<file path="src/rtl/spu_issue_stage_if.sv">
// Fetch-to-issue bus of the dual-issue stage: fetch handshake, flush request
// and the two routed pipe outputs.
interface spu_issue_stage_if #(
  parameter int PC_W = 8
);
  logic            fetch_valid;
  logic            fetch_ready;
  logic [31:0]     instr_a;
  logic [31:0]     instr_b;
  logic [PC_W-1:0] pc_in;
  logic            branch_taken;
  logic [31:0]     instr_even;
  logic [31:0]     instr_odd;
  logic [PC_W-1:0] pc_out;

  modport master (
    output fetch_valid, instr_a, instr_b, pc_in, branch_taken,
    input  fetch_ready, instr_even, instr_odd, pc_out
  );

  modport slave (
    input  fetch_valid, instr_a, instr_b, pc_in, branch_taken,
    output fetch_ready, instr_even, instr_odd, pc_out
  );
endinterface

</file>
<file path="src/rtl/spu_issue_stage.sv">
// Dual-issue stage: routes a program-ordered pair to the even/odd pipes in one
// cycle, or splits it over two cycles when the pair cannot issue together.
module spu_issue_stage #(
  parameter int PC_W = 8
) (
  input logic               clk,
  input logic               reset,
  spu_issue_stage_if.slave  bus
);

  typedef enum logic {ACCEPT = 1'b0, SECOND = 1'b1} state_t;

  state_t          state_reg, state_next;
  logic [31:0]     hold_instr_reg, hold_instr_next;
  logic [PC_W-1:0] hold_pc_reg, hold_pc_next;
  logic [31:0]     even_reg, even_next;
  logic [31:0]     odd_reg, odd_next;
  logic [PC_W-1:0] pc_out_reg, pc_out_next;

  logic            a_nop, b_nop, a_odd, b_odd, held_odd;
  logic            dependent, dual;
  logic [6:0]      rt_a;
  logic [1:0]      src_hit;
  logic [PC_W-1:0] pc_b;

  // Bit 0 of an instruction is its MSB, so instr[0:2] lives in [31:29].
  assign a_nop    = (bus.instr_a == 32'h0);
  assign b_nop    = (bus.instr_b == 32'h0);
  assign a_odd    = (bus.instr_a[31:29] == 3'b001);
  assign b_odd    = (bus.instr_b[31:29] == 3'b001);
  assign held_odd = (hold_instr_reg[31:29] == 3'b001);
  assign rt_a     = bus.instr_a[6:0];
  assign pc_b     = bus.pc_in + PC_W'(1);

  // Source fields of b: instr[18:24] -> [13:7], instr[11:17] -> [20:14].
  for (genvar gi = 0; gi < 2; gi++) begin : g_src
    assign src_hit[gi] = (bus.instr_b[13 + 7*gi -: 7] == rt_a);
  end

  assign dependent = (|src_hit) && !a_nop && !b_nop;
  assign dual      = a_nop || b_nop || ((a_odd != b_odd) && !dependent);

  always_comb begin
    state_next      = state_reg;
    hold_instr_next = hold_instr_reg;
    hold_pc_next    = hold_pc_reg;
    even_next       = 32'h0;
    odd_next        = 32'h0;
    pc_out_next     = pc_out_reg;
    if (bus.branch_taken) begin
      state_next      = ACCEPT;
      hold_instr_next = 32'h0;
      hold_pc_next    = '0;
    end else begin
      case (state_reg)
        ACCEPT: begin
          if (bus.fetch_valid) begin
            if (!a_nop) begin
              if (a_odd) odd_next = bus.instr_a;
              else       even_next = bus.instr_a;
            end
            if (dual) begin
              // A dual pair never collides: b is a nop or of the other class.
              if (!b_nop) begin
                if (b_odd) odd_next = bus.instr_b;
                else       even_next = bus.instr_b;
              end
              pc_out_next = a_nop ? pc_b : bus.pc_in;
            end else begin
              pc_out_next     = bus.pc_in;
              hold_instr_next = bus.instr_b;
              hold_pc_next    = pc_b;
              state_next      = SECOND;
            end
          end
        end
        SECOND: begin
          if (held_odd) odd_next = hold_instr_reg;
          else          even_next = hold_instr_reg;
          pc_out_next     = hold_pc_reg;
          hold_instr_next = 32'h0;
          hold_pc_next    = '0;
          state_next      = ACCEPT;
        end
        default: state_next = ACCEPT;
      endcase
    end
  end

  always_ff @(posedge clk) begin
    if (reset) begin
      state_reg      <= ACCEPT;
      hold_instr_reg <= 32'h0;
      hold_pc_reg    <= '0;
      even_reg       <= 32'h0;
      odd_reg        <= 32'h0;
      pc_out_reg     <= '0;
    end else begin
      state_reg      <= state_next;
      hold_instr_reg <= hold_instr_next;
      hold_pc_reg    <= hold_pc_next;
      even_reg       <= even_next;
      odd_reg        <= odd_next;
      pc_out_reg     <= pc_out_next;
    end
  end

  assign bus.fetch_ready = (state_reg == ACCEPT);
  assign bus.instr_even  = even_reg;
  assign bus.instr_odd   = odd_reg;
  assign bus.pc_out      = pc_out_reg;

endmodule

</file>
<file path="src/flat_wrapper.sv">
// flat-port wrapper written by rule: the top's interface ports become plain ports
module spu_issue_stage_flat 
#(
  parameter int PC_W = 8
)
  (clk, reset, bus_fetch_valid, bus_instr_a, bus_instr_b, bus_pc_in, bus_branch_taken, bus_fetch_ready, bus_instr_even, bus_instr_odd, bus_pc_out);
  spu_issue_stage_if #(.PC_W(PC_W)) bus_i ();
  input logic clk;
  input logic reset;
  input wire logic [$bits(bus_i.fetch_valid)-1:0] bus_fetch_valid;
  input wire logic [$bits(bus_i.instr_a)-1:0] bus_instr_a;
  input wire logic [$bits(bus_i.instr_b)-1:0] bus_instr_b;
  input wire logic [$bits(bus_i.pc_in)-1:0] bus_pc_in;
  input wire logic [$bits(bus_i.branch_taken)-1:0] bus_branch_taken;
  output wire logic [$bits(bus_i.fetch_ready)-1:0] bus_fetch_ready;
  output wire logic [$bits(bus_i.instr_even)-1:0] bus_instr_even;
  output wire logic [$bits(bus_i.instr_odd)-1:0] bus_instr_odd;
  output wire logic [$bits(bus_i.pc_out)-1:0] bus_pc_out;
  assign bus_i.fetch_valid = bus_fetch_valid;
  assign bus_i.instr_a = bus_instr_a;
  assign bus_i.instr_b = bus_instr_b;
  assign bus_i.pc_in = bus_pc_in;
  assign bus_i.branch_taken = bus_branch_taken;
  assign bus_fetch_ready = bus_i.fetch_ready;
  assign bus_instr_even = bus_i.instr_even;
  assign bus_instr_odd = bus_i.instr_odd;
  assign bus_pc_out = bus_i.pc_out;
  spu_issue_stage #(.PC_W(PC_W)) u_core (.clk(clk), .reset(reset), .bus(bus_i));
endmodule
</file>
<file path="config.mk">
export PLATFORM = sky130hd
export DESIGN_NAME = spu_issue_stage_flat
export DESIGN_NICKNAME = d
export VERILOG_FILES = /design/src/rtl/spu_issue_stage_if.sv /design/src/rtl/spu_issue_stage.sv /design/src/flat_wrapper.sv
export SDC_FILE = /design/constraint.sdc
export NUM_CORES = 1
export LEC_CHECK = 0
export CAP_MARGIN = 5
export CORE_MARGIN = 4
export CORE_UTILIZATION = 47
export DETAILED_ROUTE_END_ITERATION = 12
export PLACE_DENSITY = 0.79
export SYNTH_ARGS = -nofsm -noshare
export SYNTH_HDL_FRONTEND = slang
export SYNTH_SLANG_ARGS = --single-unit
</file>
<file path="constraint.sdc">
create_clock -name clk -period 2.1 [get_ports clk]
set_clock_uncertainty 0.05 [all_clocks]
set_input_delay 0.42 -clock clk [delete_from_list [all_inputs] [get_ports clk]]
set_output_delay 0.42 -clock clk [all_outputs]
set_load 0.01 [all_outputs]
</file>
==> metrics <==
CP Data Required Time=2.48 ns; GRT overflow=0; Routed wire per std cell=22.7 um; detailed-route wire length=slightly above 20 mm; CP top delay family=buffers and inverters; initial antenna violation count=0; number of synthesized flops with an enable pin=0; worst-skew pair later-pin latency=0.53 ns; WP data arrival=2.54 ns; Worst Path Buf+Inv=4; Initial Utilization=48.8%; Final Critical Period=2.16 ns; DRC=0; CP endpoint kind=register; mapped cell area=4810 um2; share of layout cells above drive strength 1=27.4%; Root Driver=clkbuf_8; Num CTS Buffers=17; Ys Warns=0; remaining antenna violation count=0; H-tree levels=4; # nets final=840; die width=109 um; most frequent cells in the layout=130 x nand2_1, 122 x clkdlybuf4s50_1, 112 x buf_4, 112 x dfxtp_1, 46 x o221ai_1; WHS=0.160 ns; failing checks=setup timing; GRT Util Overall=32.0%; slew margin rel.=44.0%; IO Port Bufs=roughly 150; critical path's largest stage delay=0.54 ns; Final Max Slew Viols=0; Die H=109 um; Final Cycle Share=103%; cell depth of the worst hold path=3; Max Cap Violations=0; syn_area_per_cell=9.42 um2; R2R cell count=4; worst-path maximum fanout=5; setup TNS=-0.351 ns; Clock Path Buffers=2; DRT Pass-1 Iters=6; most frequent CP cell=buf_4; RSZ-0062 raised after global routing=true; Hold Crit Start=bus_instr_a[27]; Avg Vias per Cell=6.41; Hold EP=u_core.bus.instr_even[27]$_SDFF_PP0_; Max rail drop VDD=667 uV; commonest non-fill, non-tap cell in the layout=nand2_1; grt met1 use=approximately two fifths; detailed placement HPWL=12.8 mm; Worst-path clk slew=0.06 ns; sequential-to-total area share from yosys stat=47.0%; final hold violation count=0; reg-to-reg slack, setup=0.17 ns; number of synthesized register bits=about 110; num rows=36; FFs w/ async S/R, synth=0%; GPL Wtd Cong=0.918; total power=~6.3 mW; Leakage=3.27 nW; largest net degree at the start of global routing=36; CTS tree=yes; DRT iter0 DRCs=621; Gate Count Post-Synth=roughly 510; area grow syn2layout=72.9%; maximum clock rate=0.464 GHz; measured slew at the worst slew-check pin=0.838 ns; Cell Chain, Critical Path=clkdlybuf4s50_1 -> nor4_2 -> and4_1 -> nand2_1 -> o21ai_1 -> buf_4 -> o21ai_4 -> buf_4 -> buf_4 -> a31oi_1; first-pass GRT wire length=about 29 mm; Final Instance Count excl. Fillers=909; FF-to-FF Start=u_core.hold_instr_reg[29]$_SDFFE_PP0P_; met2 Track Usage GR=53.6%; grt met3 use=between 7 and 8%; Worst path slowest cell=clkdlybuf4s50_1; vias in the first global route=5,593; CTS sink cnt=113; Placed Cells=867; setup ws final=-0.0558 ns; CP Launch Type=input port; routed via count=around 5,800; status=finished, violations left; Yosys cell types=44; core area=roughly 9900 um2; CP Class=in -> reg; pwr/cell area=762 nW/um2; die area=between 10,000 and 15,000 um2; Filler cells=506; total I/O pin count=149; global routing's busiest layer=met2; capture point of the worst reg-to-reg path=u_core.bus.instr_odd[18]$_SDFF_PP0_; # setup viols final=22; Top FF cell, synth=dfxtp_1; path category of the worst min-delay check=in -> reg; antenna diode count=0
## synthesized netlist by cell type (6+ instances only)
cell type | instances | share of area [%]
xor2_1 | 20 | 3.6
a21oi_1 | 7 | 0.73
dfxtp_1 | 113 | 47
nor4_1 | 16 | 2.1
nor3_1 | 6 | 0.62
a32o_1 | 42 | 8.7
buf_2 | 10 | 1.0
o21ai_0 | 6 | 0.62
nor2_1 | 9 | 0.70
o221ai_1 | 58 | 11
clkbuf_1 | 27 | 2.1
nand2_1 | 130 | 10
xnor2_1 | 8 | 1.5
## cell type report
cell class / instances / area, um2 / share of cell area, %
Multi-Input combinational cell: 354 / 2640 / 31.7
Tap cell: 133 / 166 / 2.00
Sequential cell: 113 / 2260 / 27.2
Timing Repair Buffer: 273 / 2570 / 30.9
Clock inverter: 14 / 236 / 2.84
Inverter: 4 / 17.5 / 0.210
Clock buffer: 18 / 428 / 5.14
## per-stage QoR
step,util (%),setup WS [ns],cell area [um2]
6_report,84.4,-0.0558,8330
2_1_floorplan,-,0.145,4820
3_3_place_gp,73.3,-0.626,7230
4_1_cts,81.3,-0.00574,8020
3_5_place_dp,73.3,-0.682,7230
5_1_grt,84.4,-0.161,8330
## metal layers
layer	vias up	share of wire (%)
li1	2434	-
met3	133	11
met1	2753	35
met5	-	0
met4	0	6.0
met2	510	48
## worst max path at each step
| stage | start | end | slack [ns] | cells past startpoint |
|---|---|---|---|---|
| after floorplan | bus_instr_b[19] | u_core.hold_instr_reg[0]$_SDFFE_PP0P_ | 0.15 | 7 |
| after global placement | bus_instr_a[13] | u_core.bus.pc_out[6]$_SDFFE_PP0P_ | -0.63 | 10 |
| after detailed placement | bus_instr_a[0] | u_core.bus.instr_odd[24]$_SDFF_PP0_ | -0.68 | 8 |
| after CTS | bus_instr_a[5] | u_core.bus.instr_odd[15]$_SDFF_PP0_ | -0.006 | 8 |
| after global routing | bus_instr_b[9] | u_core.bus.instr_odd[29]$_SDFF_PP0_ | -0.16 | 10 |
| final | bus_instr_b[9] | u_core.bus.instr_odd[29]$_SDFF_PP0_ | -0.06 | 10 |
## cells by family after synthesis
group	Yosys count	synth area share, %
buffers and inverters	45	4.39
DFF	113	47.0
muxes	6	1.27
xor gates and xnor gates	28	5.09
and+or+nand+nor	190	18.8
other	1	0.0779
adders and majority gates	1	0.260
AOI/OAI and AO/OA	127	23.2
## report_power, final
| group | internal (mW) | total (mW) | switching [mW] |
|---|---|---|---|
| logic | 0.420 | 0.846 | 0.426 |
| registers | 2.21 | 2.24 | 0.0320 |
| clock network | 2.19 | 3.26 | 1.06 |
| total | 4.82 | 6.34 | 1.52 |
## worst min-delay path: cells and delay by family
kind	cells	cell delay, ns
AO/OA/AOI/OAI	1	0.07
buffers and inverters	1	0.15
AND/OR/NAND/NOR	1	0.07
## what timing repair did
item                                    4_1_cts  5_1_grt
endpoints found under the setup margin      106      108
gates resized for setup                      22       59
gates cloned                                  1        2
hold buffers                                  0        0
pin swaps                                     4       11
endpoints found under the hold margin         0        0
setup buffers                                 2        5
Note: power is estimated with default switching activity, not from simulation.
